## src/rtl/lightcube_pkg.sv

```systemverilog
// Shared definitions for the light-cube frame path: scheduler state encoding
// and the frame payload size.
package lightcube_pkg;

    localparam logic S_DEFAULT = 1'b0;
    localparam logic S_UART    = 1'b1;

    // One frame is 64 bytes (8x8 columns of 8 LEDs).
    localparam int FRAME_BITS = 8 * 64;

    typedef enum logic {
        STATE_DEFAULT = S_DEFAULT,
        STATE_UART    = S_UART
    } sched_state_t;

endpackage : lightcube_pkg

```

## src/rtl/frame_source_scheduler_if.sv

```systemverilog
// Bundle of source-select inputs and frame-buffer-facing outputs of the
// frame source scheduler.
interface frame_source_scheduler_if #(
    parameter int DROP_W = 16
);
    logic              mode_sw;
    logic              uart_frame_valid;
    logic              default_frame_valid;
    logic              display_mode;
    logic              frame_valid_uart_o;
    logic              frame_valid_default_o;
    logic              default_next;
    logic              state_o;
    logic [DROP_W-1:0] dropped_cnt;

    // master: whoever drives the source pulses and observes the scheduler
    modport master (
        output mode_sw,
        output uart_frame_valid,
        output default_frame_valid,
        input  display_mode,
        input  frame_valid_uart_o,
        input  frame_valid_default_o,
        input  default_next,
        input  state_o,
        input  dropped_cnt
    );

    modport slave (
        input  mode_sw,
        input  uart_frame_valid,
        input  default_frame_valid,
        output display_mode,
        output frame_valid_uart_o,
        output frame_valid_default_o,
        output default_next,
        output state_o,
        output dropped_cnt
    );
endinterface : frame_source_scheduler_if

```

## src/rtl/frame_source_scheduler_cycle_timer.sv

```systemverilog
// Modulo-LIMIT cycle counter: counts while enabled, clears on request, and
// flags the cycle in which the count sits at LIMIT-1 and is about to wrap.
module cycle_timer #(
    parameter int LIMIT = 4
) (
    input  logic clk,
    input  logic rst,
    input  logic count,
    input  logic clear,
    output logic expire
);
    localparam int W = $clog2(LIMIT);
    localparam logic [W-1:0] LAST = W'(LIMIT - 1);

    logic [W-1:0] cnt_reg;

    // Clear takes priority, so an expiry is never reported in a clearing cycle.
    assign expire = count && !clear && (cnt_reg == LAST);

    always_ff @(posedge clk or posedge rst) begin
        if (rst) begin
            cnt_reg <= '0;
        end else if (clear) begin
            cnt_reg <= '0;
        end else if (count) begin
            if (cnt_reg == LAST) begin
                cnt_reg <= '0;
            end else begin
                cnt_reg <= cnt_reg + 1'b1;
            end
        end
    end
endmodule : cycle_timer

```

## src/rtl/frame_source_scheduler.sv

```systemverilog
// Chooses between UART-streamed and built-in animation frames, paces the
// animation generator and falls back to it when the UART stream stalls.
module frame_source_scheduler
    import lightcube_pkg::*;
#(
    parameter int HOLD_CYCLES  = 5_000_000,
    parameter int UART_TIMEOUT = 100_000_000,
    parameter int DROP_W       = 16
) (
    input  logic                     clk,
    input  logic                     rst,
    frame_source_scheduler_if.slave  bus
);
    sched_state_t      state_reg;
    logic              display_mode_reg;
    logic              fv_uart_reg;
    logic              fv_default_reg;
    logic              default_next_reg;
    logic [DROP_W-1:0] dropped_reg;

    logic in_uart;
    logic hold_expire;
    logic idle_expire;
    logic go_uart;
    logic fallback;
    logic drop_frame;

    assign in_uart = (state_reg == STATE_UART);

    // A UART frame in the expiry cycle clears the idle timer, which masks the
    // expiry: the frame wins over the timeout.
    assign go_uart    = !in_uart && bus.uart_frame_valid && bus.mode_sw;
    assign fallback   = in_uart && (!bus.mode_sw || idle_expire);
    assign drop_frame = bus.uart_frame_valid && !bus.mode_sw;

    cycle_timer #(.LIMIT(HOLD_CYCLES)) u_hold_timer (
        .clk    (clk),
        .rst    (rst),
        .count  (!in_uart),
        .clear  (fallback),
        .expire (hold_expire)
    );

    cycle_timer #(.LIMIT(UART_TIMEOUT)) u_idle_timer (
        .clk    (clk),
        .rst    (rst),
        .count  (in_uart),
        .clear  (!in_uart || bus.uart_frame_valid),
        .expire (idle_expire)
    );

    always_ff @(posedge clk or posedge rst) begin
        if (rst) begin
            state_reg        <= STATE_DEFAULT;
            display_mode_reg <= 1'b0;
            fv_uart_reg      <= 1'b0;
            fv_default_reg   <= 1'b0;
            default_next_reg <= 1'b0;
        end else begin
            case (state_reg)
                STATE_DEFAULT: begin
                    default_next_reg <= hold_expire;
                    fv_uart_reg      <= go_uart;
                    // The frame that triggers the switch takes the slot; any
                    // coincident animation frame is discarded.
                    fv_default_reg   <= bus.default_frame_valid && !go_uart;
                    if (go_uart) begin
                        state_reg        <= STATE_UART;
                        display_mode_reg <= 1'b1;
                    end
                end
                STATE_UART: begin
                    fv_default_reg <= 1'b0;
                    if (fallback) begin
                        state_reg        <= STATE_DEFAULT;
                        display_mode_reg <= 1'b0;
                        fv_uart_reg      <= 1'b0;
                        default_next_reg <= 1'b1;
                    end else begin
                        fv_uart_reg      <= bus.uart_frame_valid;
                        default_next_reg <= 1'b0;
                    end
                end
                default: begin
                    state_reg        <= STATE_DEFAULT;
                    display_mode_reg <= 1'b0;
                    fv_uart_reg      <= 1'b0;
                    fv_default_reg   <= 1'b0;
                    default_next_reg <= 1'b0;
                end
            endcase
        end
    end

    // UART frames arriving with the switch on animation are discarded in
    // either state; the count sticks at all-ones.
    always_ff @(posedge clk or posedge rst) begin
        if (rst) begin
            dropped_reg <= '0;
        end else if (drop_frame && (dropped_reg != {DROP_W{1'b1}})) begin
            dropped_reg <= dropped_reg + 1'b1;
        end
    end

    assign bus.display_mode          = display_mode_reg;
    assign bus.frame_valid_uart_o    = fv_uart_reg;
    assign bus.frame_valid_default_o = fv_default_reg;
    assign bus.default_next          = default_next_reg;
    assign bus.state_o               = (state_reg == STATE_UART);
    assign bus.dropped_cnt           = dropped_reg;
endmodule : frame_source_scheduler

```

## src/flat_wrapper.sv

```systemverilog
// flat-port wrapper written by rule: the top's interface ports become plain ports
module frame_source_scheduler_flat import lightcube_pkg::*;
#(
    parameter int HOLD_CYCLES  = 5_000_000,
    parameter int UART_TIMEOUT = 100_000_000,
    parameter int DROP_W       = 16
)
  (clk, rst, bus_mode_sw, bus_uart_frame_valid, bus_default_frame_valid, bus_display_mode, bus_frame_valid_uart_o, bus_frame_valid_default_o, bus_default_next, bus_state_o, bus_dropped_cnt);
  frame_source_scheduler_if #(.DROP_W(DROP_W)) bus_i ();
  input  logic clk;
  input  logic rst;
  input wire logic [$bits(bus_i.mode_sw)-1:0] bus_mode_sw;
  input wire logic [$bits(bus_i.uart_frame_valid)-1:0] bus_uart_frame_valid;
  input wire logic [$bits(bus_i.default_frame_valid)-1:0] bus_default_frame_valid;
  output wire logic [$bits(bus_i.display_mode)-1:0] bus_display_mode;
  output wire logic [$bits(bus_i.frame_valid_uart_o)-1:0] bus_frame_valid_uart_o;
  output wire logic [$bits(bus_i.frame_valid_default_o)-1:0] bus_frame_valid_default_o;
  output wire logic [$bits(bus_i.default_next)-1:0] bus_default_next;
  output wire logic [$bits(bus_i.state_o)-1:0] bus_state_o;
  output wire logic [$bits(bus_i.dropped_cnt)-1:0] bus_dropped_cnt;
  assign bus_i.mode_sw = bus_mode_sw;
  assign bus_i.uart_frame_valid = bus_uart_frame_valid;
  assign bus_i.default_frame_valid = bus_default_frame_valid;
  assign bus_display_mode = bus_i.display_mode;
  assign bus_frame_valid_uart_o = bus_i.frame_valid_uart_o;
  assign bus_frame_valid_default_o = bus_i.frame_valid_default_o;
  assign bus_default_next = bus_i.default_next;
  assign bus_state_o = bus_i.state_o;
  assign bus_dropped_cnt = bus_i.dropped_cnt;
  frame_source_scheduler #(.HOLD_CYCLES(HOLD_CYCLES), .UART_TIMEOUT(UART_TIMEOUT), .DROP_W(DROP_W)) u_core (.clk(clk), .rst(rst), .bus(bus_i));
endmodule
```

## config.mk

```make
export PLATFORM = sky130hd
export DESIGN_NAME = frame_source_scheduler_flat
export DESIGN_NICKNAME = d
export VERILOG_FILES = /design/src/rtl/lightcube_pkg.sv /design/src/rtl/frame_source_scheduler_if.sv /design/src/rtl/frame_source_scheduler_cycle_timer.sv /design/src/rtl/frame_source_scheduler.sv /design/src/flat_wrapper.sv
export SDC_FILE = /design/constraint.sdc
export NUM_CORES = 1
export LEC_CHECK = 0
export ABC_CLOCK_PERIOD_IN_PS = 5540
export CAP_MARGIN = 20
export CORE_AREA = 8 8 91 175
export CTS_BUF_LIST = sky130_fd_sc_hd__clkbuf_2 sky130_fd_sc_hd__clkbuf_4 sky130_fd_sc_hd__clkbuf_8
export DETAILED_ROUTE_END_ITERATION = 10
export DIE_AREA = 0 0 99 183
export SYNTH_ARGS = -nofsm -noshare
export SYNTH_HDL_FRONTEND = slang
export SYNTH_HIERARCHICAL = 1
export SYNTH_SLANG_ARGS = --single-unit
```

## constraint.sdc

```tcl
create_clock -name clk -period 5.54 [get_ports clk]
set_input_delay 1.662 -clock clk [delete_from_list [all_inputs] [get_ports clk]]
set_output_delay 1.662 -clock clk [all_outputs]
set_load 0.03 [all_outputs]
```

==> key figures, run 1 <==
Route
  • DRT Pass-1 Iters: 5
  • Antenna-violating nets left: 0
  • DR vias: around 3400
  • Vias/cell: 5.45
  • WL/cell: about 15 µm
  • Drc violations: 0
  • DRT iter0 DRCs: ~240
  • Post-Route WL: between 9000 and 10000 µm

Floorplan
  • Die area: ~18000 µm²
  • Initial Util: 0.295
  • Row cnt: 61
  • Core area: ~14000 µm²
  • Die width: 99 µm
  • Die Ht: about 180 µm
  • I/O pin total: 26

Critical path
  • RR Startpoint: u_core/u_idle_timer/cnt_reg[0]$_DFFE_PP0P_
  • CP Capture Point: u_core/u_hold_timer/cnt_reg[10]$_DFFE_PP0P_
  • Critical register-to-register path endpoint: u_core/u_hold_timer/cnt_reg[22]$_DFFE_PP0P_
  • Startpoint Class: primary input
  • Setup Crit Path Kind: primary input to register
  • WP data required: just under 6000 ps
  • Worst Reg-to-Reg Cells: 11
  • Worst Path Max Fanout: 28
  • CP Capture Type: register
  • Worst Setup SP: bus_uart_frame_valid
  • CP arrival: about 4200 ps
  • Setup slack, reg-to-reg: roughly 2600 ps

Synth
  • Leading register cell type out of synthesis: dfrtp_1
  • Largest cells by area after synthesis: dfrtp_1 44%, a31oi_1 4.8%, nand2_1 4.4%, nand3_1 3.2%, o21ai_0 3.2%
  • Area leader, netlist: dfrtp_1
  • Synth cell count leaders: 71 x dfrtp_1, 47 x nand2_1, 31 x a31oi_1, 26 x nand3_1, 26 x o21ai_0
  • EDFF count, synth: 0
  • Yosys cell types: 58
  • Seq cells post-synth: between 70 and 80
  • Asr flop ratio synth: 1.00
  • Most instantiated library cell after synthesis: dfrtp_1
  • Syn Inst Count: between 400 and 500
  • Seq/Total Area, Yosys: 0.441
  • Mean area per synthesized cell: 9.41 µm²
  • Synthesized area: 4030 µm²
  • Synthesized Nets: around 440
  • Top-area cell type share of the netlist area: 0.441
  • Warning count from the yosys run: 6

STA
  • PnR worst setup slack: about 1600 ps
  • Worst-Margin Slew: 972 ps
  • Slew HR: 0.350
  • Fin. Hold Viols: 0
  • RSZ-0062 raised after global routing: false
  • Final period util: 0.711
  • Slew Viols, Final: 0
  • Max Freq: approximately 250 MHz
  • Setup violations, final: 0
  • TNS Setup: 0 ps
  • Setup Skew: 13.4 ps
  • Final Critical Period: 3940 ps
  • Worst hold slack: roughly 500 ps

Clock tree
  • CTS tree: built
  • Postcts setup bufs: 0
  • CTS Hold Bufs: 0
  • Clock transition at the registers of the reported paths: 80 ps
  • CTS sink cnt: about 70
  • Cts repair resizes: 0
  • Number of CTS-inserted buffers: 9
  • H-tree depth: 3
  • Maximum clock path buffer count: 2
  • CTS root buffer: clkbuf_8
  • Skew-Pair Late Insertion Delay: approximately 370 ps

Placement
  • Routability cong.: 0.812
  • Port Buffers: 25
  • Cell Area, Placed: 4450 µm²
  • Post-DP HPWL: 6440 µm
  • Pre-CTS setup slack: around 1300 ps

Finish
  • Nets@finish: between 400 and 500
  • Layout cell share with drive strength beyond 1: 0.0996
  • Final core utilization: 0.344
  • Antenna cells: 0
  • Max reg flops: 27
  • Layout area overhead: 16.5%
  • Post-route cell area: around 4700 µm²

Global routing
  • First-pass GRT wire length: around 16000 µm
  • Vias in the first global route: between 3000 and 4000
  • Grt ovf: 0
  • GRT Total Usage: 0.109
  • Initial antenna violation count: 0
  • Largest net degree at the start of global routing: 36

Power and ir drop
  • P per Cell Area: roughly 290 nW/µm²
  • Peak VDD IR: ~0.25 mV
  • LEAKAGE: 1.95 nW

Hold path
  • Min-Delay Path Class: register to register

Run status
  • Status: complete, no violations

Run
  • Max-Cap Viols: 0
power by group:
group | internal (mW) | switching (mW)
clock network | 0.299 | 0.215
logic | 0.0919 | 0.144
registers | 0.557 | 0.0564
worst max-delay path, cell delays in order:
cell and delay (ps):
clkdlybuf4s50_1 520, nand2b_1 280, nand2b_1 230, nor2_1 110, o21ai_0 230, inv_1 160
nand2b_1 220, a21oi_2 120, buf_4 280, or2b_1 260, a31oi_1 160
layout make-up:
type,instances,area (µm²)
Clock buffer,9,124
Inverter,17,63.8
Fill cell,1376,8970
Timing Repair Buffer,28,293
Clock inverter,7,121
Tap cell,157,196
Multi-Input combinational cell,330,2120
Sequential cell,71,1780
per-layer routing:
layer,wire length [µm],track usage,vias up
met5,0,0,-
met3,540,0.0296,15
met4,206,0.0557,0
met1,4420,0.142,1618
li1,-,-,1662
met2,4120,0.162,80
kinds of logic after synthesis:
| logic type | share of synthesized area |
|---|---|
| AO/OA/AOI/OAI | 0.182 |
| XOR/XNOR | 0.0391 |
| adder cells (fa/ha/maj) | 0.00932 |
| buffers and inverters | 0.0329 |
| flip-flops | 0.441 |
| multiplexers | 0.00279 |
| AND/OR/NAND/NOR | 0.293 |
placed cells by master (no fill, tap or decap), drive strengths merged, types with 10 or more instances in the layout:
master and instances:
nor2 22, nand4 23, nand3 27, nand2 47, inv 17, a31oi 31
a21oi 27, xor2 12, o21ai 28, nor3 15, clkdlybuf4s50 25, and3 10
dfrtp 71
how the worst min path moves through the flow:
| stage | to | slack (ps) | from | depth (start not counted) |
|---|---|---|---|---|
| 4_1_cts | u_core/bus.display_mode$_DFFE_PP0P_ | 500 | u_core/bus.display_mode$_DFFE_PP0P_ | 2 |
| 5_1_grt | u_core/bus.dropped_cnt[15]$_DFFE_PP0P_ | 530 | u_core/bus.dropped_cnt[15]$_DFFE_PP0P_ | 1 |
| 3_3_place_gp | u_core/bus.display_mode$_DFFE_PP0P_ | 470 | u_core/bus.display_mode$_DFFE_PP0P_ | 2 |
| 6_report | u_core/bus.dropped_cnt[15]$_DFFE_PP0P_ | 500 | u_core/bus.dropped_cnt[15]$_DFFE_PP0P_ | 1 |
| 3_5_place_dp | u_core/bus.display_mode$_DFFE_PP0P_ | 480 | u_core/bus.display_mode$_DFFE_PP0P_ | 2 |
| 2_1_floorplan | u_core/u_hold_timer/cnt_reg[21]$_DFFE_PP0P_ | 460 | u_core/u_hold_timer/cnt_reg[21]$_DFFE_PP0P_ | 1 |
metrics by stage:
stage | std cells | power, mW
global placement | 602 | 0.858
floorplan | 428 | 0.765
CTS | 619 | 1.38
global route | 619 | 1.43
detailed placement | 603 | 0.860
finish | 619 | 1.37
(Power assumes the default switching activity.)
==> inputs of run 2 (changes only) <==
--- a/config.mk
+++ b/config.mk
@@ -5,7 +5,7 @@
 export SDC_FILE = /design/constraint.sdc
 export NUM_CORES = 1
 export LEC_CHECK = 0
-export ABC_CLOCK_PERIOD_IN_PS = 5540
+export ABC_CLOCK_PERIOD_IN_PS = 3600
 export CAP_MARGIN = 20
 export CORE_AREA = 8 8 91 175
 export CTS_BUF_LIST = sky130_fd_sc_hd__clkbuf_2 sky130_fd_sc_hd__clkbuf_4 sky130_fd_sc_hd__clkbuf_8
==> constraint.sdc (replaced) <==
create_clock -name clk -period 3.6 [get_ports clk]
set_input_delay 1.08 -clock clk [delete_from_list [all_inputs] [get_ports clk]]
set_output_delay 1.08 -clock clk [all_outputs]
set_load 0.03 [all_outputs]
==> run 2 against run 1 <==
- critical path depth is the same
- global-route usage shrank 0.24 points
- power grew 46%
- sequential power grew 54%
- highest routed layer unchanged
- clock power grew 32%
- via count shrank 0.71%
- combinational power grew 56%
- flip-flop and latch count is the same
- cell count grew 0.65%
- cell area shrank 0.19%
- worst hold slack lost 6.8 ps
- wire length shrank 1.8%
==> key figures, run 2 (synthesis results as in run 1) <==
Critical path
  • CP Capture Type: register
  • Worst Path Max Fanout: 28 (unchanged)
  • Delay-heaviest family, CP: simple AND/OR/NAND/NOR gates
  • Most common cell type on the critical path: nand2b_1
  • Total stage count of the critical path: 11 (unchanged)
  • RR Startpoint: u_core/u_idle_timer/cnt_reg[0]$_DFFE_PP0P_
  • CP cell instances: clkdlybuf4s50_1 > nand2b_1 > nand2b_1 > nor2_1 > o21ai_0 > inv_1 > nand2b_1 > a21oi_2 > buf_12 > or2b_1 > a31oi_1
  • Max stage delay on crit path: 530 ps (about the same)
  • Worst Reg-to-Reg Cells: 11 (unchanged)
  • CP arrival: 3300 ps (-920 ps)
  • CP Capture Point: u_core/u_hold_timer/cnt_reg[19]$_DFFE_PP0P_
  • Critical register-to-register path endpoint: u_core/u_hold_timer/cnt_reg[22]$_DFFE_PP0P_
  • Crit-path slowest cell: clkdlybuf4s50_1
  • Startpoint Class: primary input
  • Worst Setup SP: bus_uart_frame_valid
  • Setup slack, reg-to-reg: 780 ps (-1820 ps)
  • Setup Crit Path Kind: primary input to register
  • CP Buf/Inv Count: 3 (unchanged)
  • WP data required: 3860 ps (-1960 ps)

Route
  • Antenna-violating nets left: 0 (unchanged)
  • DRT Pass-1 Iters: 5 (unchanged)
  • DRT iter0 DRCs: 229 (-3.4%)
  • DR vias: 3351 (-0.71%)
  • WL/cell: 14.6 µm (-2.5%)
  • Drc violations: 0 (unchanged)
  • Vias/cell: 5.38 (-1.3%)
  • Post-Route WL: 9130 µm (-1.8%)

STA
  • Setup violations, final: 0 (unchanged)
  • Slew Viols, Final: 0 (unchanged)
  • Worst-Margin Slew: 880 ps (-91.9 ps)
  • RSZ-0062 raised after global routing: false
  • Max Freq: 330 MHz
  • TNS Setup: 0 ps (unchanged)
  • Slew HR: 0.413 (+0.0630)
  • Setup Skew: 16.7 ps (+3.28 ps)
  • Fin. Hold Viols: 0 (unchanged)
  • Worst hold slack: 491 ps (-6.84 ps)
  • Final period util: 0.842
  • Final Critical Period: 3030 ps

Clock tree
  • Clock transition at the registers of the reported paths: 70 ps (about the same)
  • CTS root buffer: clkbuf_8
  • Cts repair resizes: 0 (unchanged)
  • CTS sink cnt: 71 (unchanged)
  • CTS tree: built
  • Number of CTS-inserted buffers: 9 (unchanged)
  • H-tree depth: 3 (unchanged)
  • CTS Hold Bufs: 0 (unchanged)
  • Postcts setup bufs: 0 (unchanged)
  • Skew-Pair Late Insertion Delay: 350 ps (-20 ps)
  • Maximum clock path buffer count: 2 (unchanged)

Run
  • Max-Cap Viols: 0 (unchanged)

Finish
  • Commonest non-fill, non-tap cell in the layout: dfrtp_1
  • Layout area overhead: 16.3%
  • Commonest non-fill, non-tap cells in the layout: 71 x dfrtp_1, 47 x nand2_1, 31 x a31oi_1
  • Max reg flops: 27 (unchanged)
  • Nets@finish: 469 (+0.86%)
  • Antenna cells: 0 (unchanged)
  • Layout cell share with drive strength beyond 1: 0.107 (+0.00773)

Placement
  • Port Buffers: 25 (unchanged)
  • Post-DP HPWL: 6440 µm (about the same)
  • Routability cong.: 0.816 (+0.39%)

Power and ir drop
  • Peak VDD IR: 0.419 mV (+69%)
  • P per Cell Area: 426 nW/µm² (+46%)
  • LEAKAGE: 1.96 nW (+0.42%)

Global routing
  • Initial antenna violation count: 0 (unchanged)
  • Vias in the first global route: 3213 (-4.6%)
  • First-pass GRT wire length: 16000 µm (-1.5%)
  • Grt ovf: 0 (unchanged)
  • Largest net degree at the start of global routing: 29 (-19%)
  • GRT Total Usage: 0.107 (-0.00242)

Hold path
  • Min-Delay Path Class: register to register
  • Cell depth of the worst hold path: 2 (+1)

Floorplan
  • I/O pin total: 26 (unchanged)
  • Initial Util: 0.295 (unchanged)
  • Core area: 13700 µm² (unchanged)
  • Die area: 18100 µm² (unchanged)
  • Die width: 99 µm (unchanged)
  • Row cnt: 61 (unchanged)
  • Die Ht: 183 µm (unchanged)

Run status
  • Status: complete, no violations
-- run 2: changes by cell type in the layout (fill, tap and decap cells not counted), sizes merged --
cell / delta
buf: +4
bufinv: -2
clkbuf: +2
clkinv: -1
clkinvlp: -1
inv: +2
-- run 2: layout make-up --
type	instances	area [µm²]
clock inverter	5	62.6
timing repair buffer	32	315
sequential	71	1780
clock buffer	11	151
inverter	17	63.8
multi-input combinational	330	2120
fill	1395	8980
tap	157	196
-- run 2: power breakdown --
| part | total, mW | switching, mW | internal (mW) |
|---|---|---|---|
| logic | 0.367 | 0.223 | 0.144 |
| registers | 0.945 | 0.0873 | 0.858 |
| clock network | 0.682 | 0.319 | 0.363 |
-- run 2: tightest hold or removal path: cells and delay by family (launching register included) --
kind	cells	cell delay (ps)
AO/OA/AOI/OAI	1	60
AND/OR/NAND/NOR	1	50
flip-flops	1	350
-- run 2: stage by stage --
step | utilization | instance area [µm²] | power, mW | instances | setup slack [ps]
after floorplan | - | 4030 | 1.18 | 428 | 662
after global placement | 0.327 | 4470 | 1.33 | 607 | 295
after detailed placement | 0.327 | 4470 | 1.33 | 607 | 189
after CTS | 0.343 | 4690 | 2.03 | 623 | 571
after global routing | 0.343 | 4690 | 2.10 | 623 | 384
final | 0.343 | 4690 | 1.99 | 623 | 567
-- run 2: worst min path at each step --
stage | from | endpoint | slack (ps)
floorplan | u_core/u_hold_timer/cnt_reg[21]$_DFFE_PP0P_ | u_core/u_hold_timer/cnt_reg[21]$_DFFE_PP0P_ | 460
global placement | u_core/bus.display_mode$_DFFE_PP0P_ | u_core/bus.display_mode$_DFFE_PP0P_ | 460
detailed placement | u_core/bus.display_mode$_DFFE_PP0P_ | u_core/bus.display_mode$_DFFE_PP0P_ | 480
CTS | u_core/bus.display_mode$_DFFE_PP0P_ | u_core/bus.display_mode$_DFFE_PP0P_ | 500
global route | u_core/u_idle_timer/cnt_reg[24]$_DFFE_PP0P_ | u_core/u_idle_timer/cnt_reg[24]$_DFFE_PP0P_ | 520
finish | u_core/bus.display_mode$_DFFE_PP0P_ | u_core/bus.display_mode$_DFFE_PP0P_ | 490
-- run 2: metal layers --
| layer | up-vias | global-route usage | routed length (µm) |
|---|---|---|---|
| li1 | 1681 | - | - |
| met1 | 1590 | 0.141 | 4430 |
| met2 | 70 | 0.164 | 4140 |
| met3 | 10 | 0.0289 | 418 |
| met4 | 0 | 0.0365 | 134 |
| met5 | - | 0 | 0 |
==> inputs of run 3 (changes only) <==
--- a/config.mk
+++ b/config.mk
@@ -5,7 +5,7 @@
 export SDC_FILE = /design/constraint.sdc
 export NUM_CORES = 1
 export LEC_CHECK = 0
-export ABC_CLOCK_PERIOD_IN_PS = 3600
+export ABC_CLOCK_PERIOD_IN_PS = 2460
 export CAP_MARGIN = 20
 export CORE_AREA = 8 8 91 175
 export CTS_BUF_LIST = sky130_fd_sc_hd__clkbuf_2 sky130_fd_sc_hd__clkbuf_4 sky130_fd_sc_hd__clkbuf_8
==> constraint.sdc (replaced) <==
create_clock -name clk -period 2.46 [get_ports clk]
set_input_delay 0.738 -clock clk [delete_from_list [all_inputs] [get_ports clk]]
set_output_delay 0.738 -clock clk [all_outputs]
set_load 0.03 [all_outputs]
==> run 3 against run 2 <==
- sequential power increased by 46%
- clock skew rose by 0.81 ps
- wire length rose by 8.4%
- power increased by 45%
- largest power group unchanged
- highest routed layer unchanged
==> key figures, run 3 (synthesis results as in run 1) <==
Finish
  • Commonest non-fill, non-tap cell in the layout: dfrtp_1
  • Max reg flops: 27 (unchanged)
  • Commonest non-fill, non-tap cells in the layout: 71 x dfrtp_1, 46 x nand2_1, 46 x buf_4
  • Layout area overhead: 25.1%
  • Final core utilization: 0.369 (+0.0260)
  • Nets@finish: 511 (+9.0%)
  • Filler cells: 1353 (-3.0%)
  • Antenna cells: 0 (unchanged)
  • Layout cell share with drive strength beyond 1: 0.193 (+0.0860)

Critical path
  • RR Startpoint: u_core/u_idle_timer/cnt_reg[0]$_DFFE_PP0P_
  • CP Capture Type: register
  • CP arrival: 2630 ps (-670 ps)
  • WP data required: 2730 ps (-1130 ps)
  • Worst Setup SP: bus_uart_frame_valid
  • Most common cell type on the critical path: nand2b_4
  • Crit-path slowest cell: clkdlybuf4s50_1
  • CP Buf/Inv Count: 3 (unchanged)
  • Delay-heaviest family, CP: simple AND/OR/NAND/NOR gates
  • Worst Path Max Fanout: 6 (-79%)
  • Startpoint Class: primary input
  • Setup Crit Path Kind: primary input to register
  • Max stage delay on crit path: 480 ps (-50 ps)
  • CP cell instances: clkdlybuf4s50_1 > nand2b_4 > nand2b_4 > nor2_2 > o21ai_2 > inv_1 > nand2b_4 > a21oi_4 > buf_6 > or2b_1 > a31oi_1

Global routing
  • Grt met3 use: 0.0323 (+0.00342)
  • Largest net degree at the start of global routing: 28 (-3.4%)
  • Gr busiest metal: met2
  • Grt ovf: 0 (unchanged)
  • Vias in the first global route: 3403 (+5.9%)
  • Initial antenna violation count: 0 (unchanged)
  • Routing usage on met1: 0.148 (+0.00703)
  • M2 GR Usage: 0.173 (+0.00925)
  • GRT Total Usage: 0.113 (+0.00627)
  • First-pass GRT wire length: 16800 µm (+5.0%)

Power and ir drop
  • Peak VDD IR: 0.518 mV (+24%)
  • P per Cell Area: 575 nW/µm² (+35%)
  • LEAKAGE: 2.19 nW (+12%)
  • Final Power: 2.90 mW (+45%)

Floorplan
  • I/O pin total: 26 (unchanged)
  • Initial Util: 0.295 (unchanged)
  • Die area: 18100 µm² (unchanged)
  • Row cnt: 61 (unchanged)
  • Die width: 99 µm (unchanged)
  • Die Ht: 183 µm (unchanged)
  • Core area: 13700 µm² (unchanged)

Clock tree
  • Skew-Pair Late Insertion Delay: 360 ps (about the same)
  • CTS tree: built
  • Clock transition at the registers of the reported paths: 70 ps (about the same)
  • CTS root buffer: clkbuf_8
  • H-tree depth: 3 (unchanged)
  • Number of CTS-inserted buffers: 9 (unchanged)
  • CTS Hold Bufs: 0 (unchanged)
  • Maximum clock path buffer count: 2 (unchanged)
  • CTS sink cnt: 71 (unchanged)

Route
  • Vias/cell: 5.43 (+0.91%)
  • Antenna-violating nets left: 0 (unchanged)
  • DR vias: 3604 (+7.5%)
  • Post-Route WL: 9890 µm (+8.4%)
  • WL/cell: 14.9 µm (+1.7%)
  • Drc violations: 0 (unchanged)
  • DRT Pass-1 Iters: 5 (unchanged)
  • DRT iter0 DRCs: 234 (+2.2%)

Placement
  • Pre-CTS setup slack: -394 ps (-583 ps)
  • Port Buffers: 25 (unchanged)
  • Routability cong.: 0.862 (+5.7%)
  • Post-DP HPWL: 7080 µm (+9.9%)

Run
  • Max-Cap Viols: 0 (unchanged)

STA
  • Final period util: 0.958
  • Max Freq: roughly 420 MHz
  • Slew Viols, Final: 0 (unchanged)
  • Final Critical Period: around 2400 ps
  • Setup violations, final: 0 (unchanged)
  • Slew HR: 0.599 (+0.186)
  • Worst-Margin Slew: 598 ps (-282 ps)
  • TNS Setup: 0 ps (unchanged)
  • PnR worst setup slack: 105 ps (-463 ps)
  • Setup Skew: 17.5 ps (+0.814 ps)
  • Fin. Hold Viols: 0 (unchanged)

Hold path
  • Worst Hold Launch: u_core/bus.display_mode$_DFFE_PP0P_
  • Min-Delay Path Class: register to register

Run status
  • Status: complete, no violations
run 3: cell types whose count changed in the layout (fill, tap and decap cells not counted), sizes merged:
cell and delta:
inv -1, buf +42, clkdlybuf4s50 -1, clkbuf -2, clkinv +1, clkinvlp +1, dlymetal6s2s +1
run 3: worst min-delay path: stages, from the launching register on:
cell and delay [ps]:
dfrtp_1 350, nand2_1 50, o21ai_0 60
run 3: final timing paths:
kind / to / slack [ps] / cells past startpoint
min reg2reg: u_core/bus.display_mode$_DFFE_PP0P_ / 490 / 2
max reg2reg: u_core/u_hold_timer/cnt_reg[22]$_DFFE_PP0P_ / 240 / 11
min in group asynchronous: u_core/bus.dropped_cnt[5]$_DFFE_PP0P_ / 800 / 3
max: u_core/u_hold_timer/cnt_reg[10]$_DFFE_PP0P_ / 100 / 11
min: u_core/bus.display_mode$_DFFE_PP0P_ / 490 / 2
max in group asynchronous: u_core/u_idle_timer/cnt_reg[18]$_DFFE_PP0P_ / 1360 / 3
run 3: repair_timing:
| action | CTS | global route |
|---|---|---|
| gates resized for setup | 1 | 11 |
| pin swaps | 0 | 1 |
| setup endpoints to repair | 2 | 19 |
| setup buffers | 0 | 2 |
run 3: layout make-up:
cell class	count	area [µm²]	share of cell area
clock buffer	9	124	0.0246
tap	157	196	0.0390
multi-input combinational	330	2170	0.430
sequential	71	1780	0.352
inverter	17	63.8	0.0127
timing repair buffer	74	641	0.127
clock inverter	6	70.1	0.0139
run 3: metrics by stage:
stage | hold WS, ps | cells | area, µm²
after CTS | 499 | 662 | 4980
after detailed placement | 476 | 647 | 4790
after global routing | 541 | 664 | 5040
final | 492 | 664 | 5040
after global placement | 464 | 647 | 4790
after floorplan | 465 | 428 | 4050
run 3: power by group:
group          switching (mW)  total [mW]  internal [mW]
logic                   0.337       0.573          0.236
clock network           0.477       0.944          0.467
registers               0.128        1.38           1.26
total                   0.942        2.90           1.96
run 3: per-layer routing:
metal | up-vias | part of all wire
met5 | - | 0
met4 | 0 | 0.013
met3 | 9 | 0.050
met2 | 82 | 0.47
met1 | 1759 | 0.47
li1 | 1754 | -
